File: src/rtl/ex_cond_flags_stage.sv
// rtl/ex_cond_flags_stage.sv - NZCV flag register, condition evaluation and 1-deep output slot
// Optional COND_STATS_EN adds saturating exec_cnt / squash_cnt counters.
module ex_cond_flags_stage #(
  parameter int N          = 32,
  parameter int REG_ADDR_W = 4
) (
  input  logic                  clk,
  input  logic                  rst,
  input  logic                  flush,
  input  logic                  in_valid,
  output logic                  in_ready,
  input  logic [N-1:0]          alu_result,
  input  logic [3:0]            alu_flags,
  input  logic [3:0]            cond,
  input  logic [1:0]            flag_write,
  input  logic                  reg_write_in,
  input  logic                  mem_write_in,
  input  logic                  pc_src_in,
  input  logic [REG_ADDR_W-1:0] rd_in,
  input  logic [N-1:0]          wdata_in,
  output logic                  out_valid,
  input  logic                  out_ready,
  output logic [N-1:0]          out_result,
  output logic [N-1:0]          out_wdata,
  output logic [REG_ADDR_W-1:0] out_rd,
  output logic                  out_reg_write,
  output logic                  out_mem_write,
  output logic                  out_pc_src,
  output logic [3:0]            flags_q
`ifdef COND_STATS_EN
  ,
  output logic [15:0]           exec_cnt,
  output logic [15:0]           squash_cnt
`endif
);

  logic accept;
  logic cond_ex;
  logic f_n, f_z, f_c, f_v;

  assign {f_n, f_z, f_c, f_v} = flags_q;
  assign in_ready = ~out_valid | out_ready;
  assign accept   = in_valid & in_ready & ~flush;

  // Evaluated on the registered flags, so an instruction never sees its own update.
  always_comb begin
    cond_ex = 1'b0;
    case (cond)
      4'h0:    cond_ex = f_z;
      4'h1:    cond_ex = ~f_z;
      4'h2:    cond_ex = f_c;
      4'h3:    cond_ex = ~f_c;
      4'h4:    cond_ex = f_n;
      4'h5:    cond_ex = ~f_n;
      4'h6:    cond_ex = f_v;
      4'h7:    cond_ex = ~f_v;
      4'h8:    cond_ex = f_c & ~f_z;
      4'h9:    cond_ex = ~f_c | f_z;
      4'hA:    cond_ex = (f_n == f_v);
      4'hB:    cond_ex = (f_n != f_v);
      4'hC:    cond_ex = ~f_z & (f_n == f_v);
      4'hD:    cond_ex = f_z | (f_n != f_v);
      4'hE:    cond_ex = 1'b1;
      default: cond_ex = 1'b0;
    endcase
  end

  always_ff @(posedge clk) begin
    if (rst) begin
      out_valid     <= 1'b0;
      out_result    <= '0;
      out_wdata     <= '0;
      out_rd        <= '0;
      out_reg_write <= 1'b0;
      out_mem_write <= 1'b0;
      out_pc_src    <= 1'b0;
      flags_q       <= 4'h0;
    end else if (flush) begin
      out_valid <= 1'b0;
    end else if (accept) begin
      out_valid     <= 1'b1;
      out_result    <= alu_result;
      out_wdata     <= wdata_in;
      out_rd        <= rd_in;
      out_reg_write <= reg_write_in & cond_ex;
      out_mem_write <= mem_write_in & cond_ex;
      out_pc_src    <= pc_src_in & cond_ex;
      if (cond_ex && flag_write[1]) flags_q[3:2] <= alu_flags[3:2];
      if (cond_ex && flag_write[0]) flags_q[1:0] <= alu_flags[1:0];
    end else if (out_ready) begin
      // Pop only: data registers keep their last values.
      out_valid <= 1'b0;
    end
  end

`ifdef COND_STATS_EN
  always_ff @(posedge clk) begin
    if (rst) begin
      exec_cnt   <= 16'h0;
      squash_cnt <= 16'h0;
    end else if (accept) begin
      if (cond_ex && exec_cnt != 16'hFFFF)      exec_cnt   <= exec_cnt + 16'h1;
      if (!cond_ex && squash_cnt != 16'hFFFF)   squash_cnt <= squash_cnt + 16'h1;
    end
  end
`endif

endmodule

File: config.mk
export PLATFORM = sky130hd
export DESIGN_NAME = ex_cond_flags_stage
export DESIGN_NICKNAME = d
export VERILOG_FILES = /design/src/rtl/ex_cond_flags_stage.sv
export SDC_FILE = /design/constraint.sdc
export NUM_CORES = 1
export LEC_CHECK = 0
export BUFFER_PORTS_ARGS = -buffer_cell sky130_fd_sc_hd__buf_2
export CAP_MARGIN = 20
export CELL_PAD_IN_SITES_DETAIL_PLACEMENT = 0
export CELL_PAD_IN_SITES_GLOBAL_PLACEMENT = 1
export CORE_ASPECT_RATIO = 1.5
export CORE_MARGIN = 2
export CORE_UTILIZATION = 27
export DETAILED_ROUTE_END_ITERATION = 10
export PLACE_DENSITY_LB_ADDON = 0.1
export SYNTH_ARGS = -nofsm -noshare
export SYNTH_HDL_FRONTEND = slang
export SYNTH_SLANG_ARGS = --single-unit
File: constraint.sdc
create_clock -name clk -period 1.8 [get_ports clk]
set_clock_uncertainty 0.2 [all_clocks]
set_input_delay 0.36 -clock clk [delete_from_list [all_inputs] [get_ports clk]]
set_output_delay 0.36 -clock clk [all_outputs]
set_load 0.005 [all_outputs]
==> impl_metrics.toml <==
[layout]
fin_area_mm2 = 0.00427
fin_nets = 617
drive_above_1_share_pct = 39.9
final_cells = 654
areaGrowthSynthToFinish_pct = 51.6

[sta]
rsz0062_at_grt = "true"
finalSetupViolations = 7
slew_headroom_pct = 73.9
holdWs_ns = 0.0276
timing.final.crit_share_pct = 105
worstMarginPinSlew_ns = 0.392
tns_ns = -0.363
fin_crit_ns = 1.88
finalHoldViolCount = 0
fmax_mhz = 531
slew_viol_final = 0
worst_slack_ns = -0.0823

[flow_run]
cap_violations = 0

[cts]
clk-insertion-delay-late_ns = 0.33
cts_htree_levels = 3
root_buffer = "clkbuf_16"
cts-hold-fix-buffers = 0
cts_buffer_depth = 2
cts_tree = "done"
clk_pin_slew_ns = 0.06
cts_made_buffers = 9
cts.sinks = 76

[power]
p_comb_share_pct = 11.4
leakage_nw = 1.97
peakVddDrop_uv = 441
swShare_pct = 24.1
switching_power_mw = 0.984
powerDensity_mw_per_mm2 = 958
clkPwrFrac_pct = 44.8
power_frac_seq_pct = 43.9
cellInternalPower_mw = 3.10

[critical_path]
worstReg2RegStart = "flags_q[3]"
crit_arrival_ns = 1.88
critical_path_peak_fanout = 7
cp-startpoint = "flags_q[3]"
r2r-end = "out_pc_src"
reg2reg_depth = 9
worstSetupPathType = "reg2reg"
endpoint = "out_pc_src"
r2r_slack_ns = -0.08
crit_path_start_kind = "flop"
worstSetupEndpointType = "flop"
required_ns = 1.80

[routing]
drt-total-wl_um = 8870
remaining_drc_errors = 0
drtAntennaViolNets = 0
first_iter_violations = 76
dr.pass1.iters = 6
wire_per_inst_um = 13.6
avgViaCountPerCell = 4.61
vias = 3012

[status]
violations = "negative setup slack"
outcome = "finished, violations left"

[logic_synthesis]
ys_seq_area_share_pct = 54.1
mappedNetlistArea_mm2 = 0.00281
avgSynthCellArea_um2 = 7.82
syn_inst = 360
synth_edf_count = 0
synth.area.top_cells = "dfxtp_1 54%, nand2_1 19%, a21oi_1 14%"
async_reset_ff_share_pct = 0
ys.flop_type = "dfxtp_1"
yosysUniqueCellTypes = 29
yosys_warnings = 0
syn-num-nets = 446
yosys.area.top_type = "dfxtp_1"
netlist.area_leader.share_pct = 54.1
ys_seq_elements = 76

[placed_design]
dp_slack_ns = -0.336
port_buffers = 162
dp_hpwl_um = 6090
dp_cells = 634
dpl-instance-area_mm2 = 0.00386
place.gp.congestion = 0.744

[worst_hold_path]
hp-class = "in2reg"
whs_path_depth = 2

[floorplan]
ioPinCount = 163
die_w_um = 87.4
coreArea_mm2 = 0.0101
dieArea_mm2 = 0.0113
fp-row-count = 45
start_util_pct = 27.8
die_height_um = 129

[grt]
antenna_found_initial = 1
grt_max_degree = 77
grt_pass1_vias = 2783
grt.overflow.total = 0
grt_pass1_wl_um = 13800
grt_use_total_pct = 15.8
## power groups by stage
stage               logic [mW]  clock network (mW)  registers, mW
floorplan                0.186                   0           1.84
global placement         0.446                   0           1.83
detailed placement       0.451                   0           1.83
CTS                      0.466                1.89           1.79
global route             0.523                1.96           1.80
finish                   0.465                1.83           1.79
## metal layers
layer | up-vias | share of wire (%) | track usage, %
met5 | - | 0 | 0
met4 | 0 | 1.6 | 6.52
met3 | 15 | 7.2 | 5.29
met2 | 102 | 52 | 27.2
met1 | 1365 | 39 | 17.5
li1 | 1530 | - | -
## cell usage after synthesis, types with 2 or more instances
cell type and number:
nand2_1 142, a21oi_1 78, dfxtp_1 76, clkbuf_1 21, nand3b_1 5, o21ai_0 5, inv_1 3, nor2b_1 3
or3b_1 3, a31oi_1 2, buf_1 2, nand2b_1 2, nor2_1 2
## state kept, by name (all words and copies together) (netlist names)
| name | count |
|---|---|
| out_mem_write | 1 |
| out_rd | 4 |
| out_result | 32 |
| out_pc_src | 1 |
| out_wdata | 32 |
| out_valid | 1 |
| flags_q | 4 |
| out_reg_write | 1 |
## metrics by stage
stage / total power, mW / util (%)
3_5_place_dp: 2.28 / 38.1
4_1_cts: 4.15 / 41.6
6_report: 4.09 / 42.1
3_3_place_gp: 2.28 / 38.1
5_1_grt: 4.28 / 42.1
2_1_floorplan: 2.03 / -
## cell type report
| cell class | count | area, um2 |
|---|---|---|
| diodes | 1 | 2.50 |
| clock buffers | 11 | 243 |
| clock inverters | 5 | 60.1 |
| fillers | 1099 | 5870 |
| inverters | 3 | 11.3 |
| multi-input cells | 256 | 1240 |
| flip-flops and latches | 76 | 1530 |
| well taps | 117 | 146 |
| repair buffers | 185 | 1030 |
## layout by cell type (no fill, tap or decap), types with 3 or more instances in the layout
master / synthesis / layout
a21oi_1: 78 / 76
buf_12: 0 / 3
buf_2: 1 / 162
buf_4: 1 / 17
buf_6: 0 / 3
clkbuf_16: 0 / 9
dfxtp_1: 76 / 72
dfxtp_4: 0 / 3
inv_1: 3 / 3
nand2_1: 142 / 142
nand3b_1: 5 / 5
o21ai_0: 5 / 3
or3b_1: 3 / 3
## worst min path at each step
stage,slack (ns),start,to
2_1_floorplan,0.24,flush,out_valid
3_3_place_gp,0.24,out_mem_write,out_mem_write
3_5_place_dp,0.24,out_result[26],out_result[26]
4_1_cts,0.01,flush,out_valid
5_1_grt,0.02,flush,out_valid
6_report,0.03,flush,out_valid
## cells by family (layout without fill, tap and decap cells)
logic type | after synthesis | in the layout | synth area share (%)
AND/OR/NAND/NOR | 162 | 162 | 23.9
AO/OA/AOI/OAI | 91 | 91 | 17.1
other | 0 | 1 | 0
multiplexers | 2 | 2 | 0.756
buffers and inverters | 28 | 204 | 3.91
flip-flops | 76 | 76 | 54.1
XOR/XNOR | 1 | 1 | 0.311
## critical path: stages, from the launching register on
cell and delay [ns]:
dfxtp_4 0.39, or2b_1 0.25, a21oi_2 0.13, o21ai_1 0.07
a31oi_1 0.18, buf_4 0.17, buf_6 0.10, buf_6 0.10
nand3b_1 0.10, a21oi_1 0.06
## repair_timing
item                                    CTS  global route
endpoints found under the setup margin    7            16
pin swaps                                15             6
buffers inserted                          3             0
gates resized for setup                  13            10
Note: power is estimated with default switching activity, not from simulation.
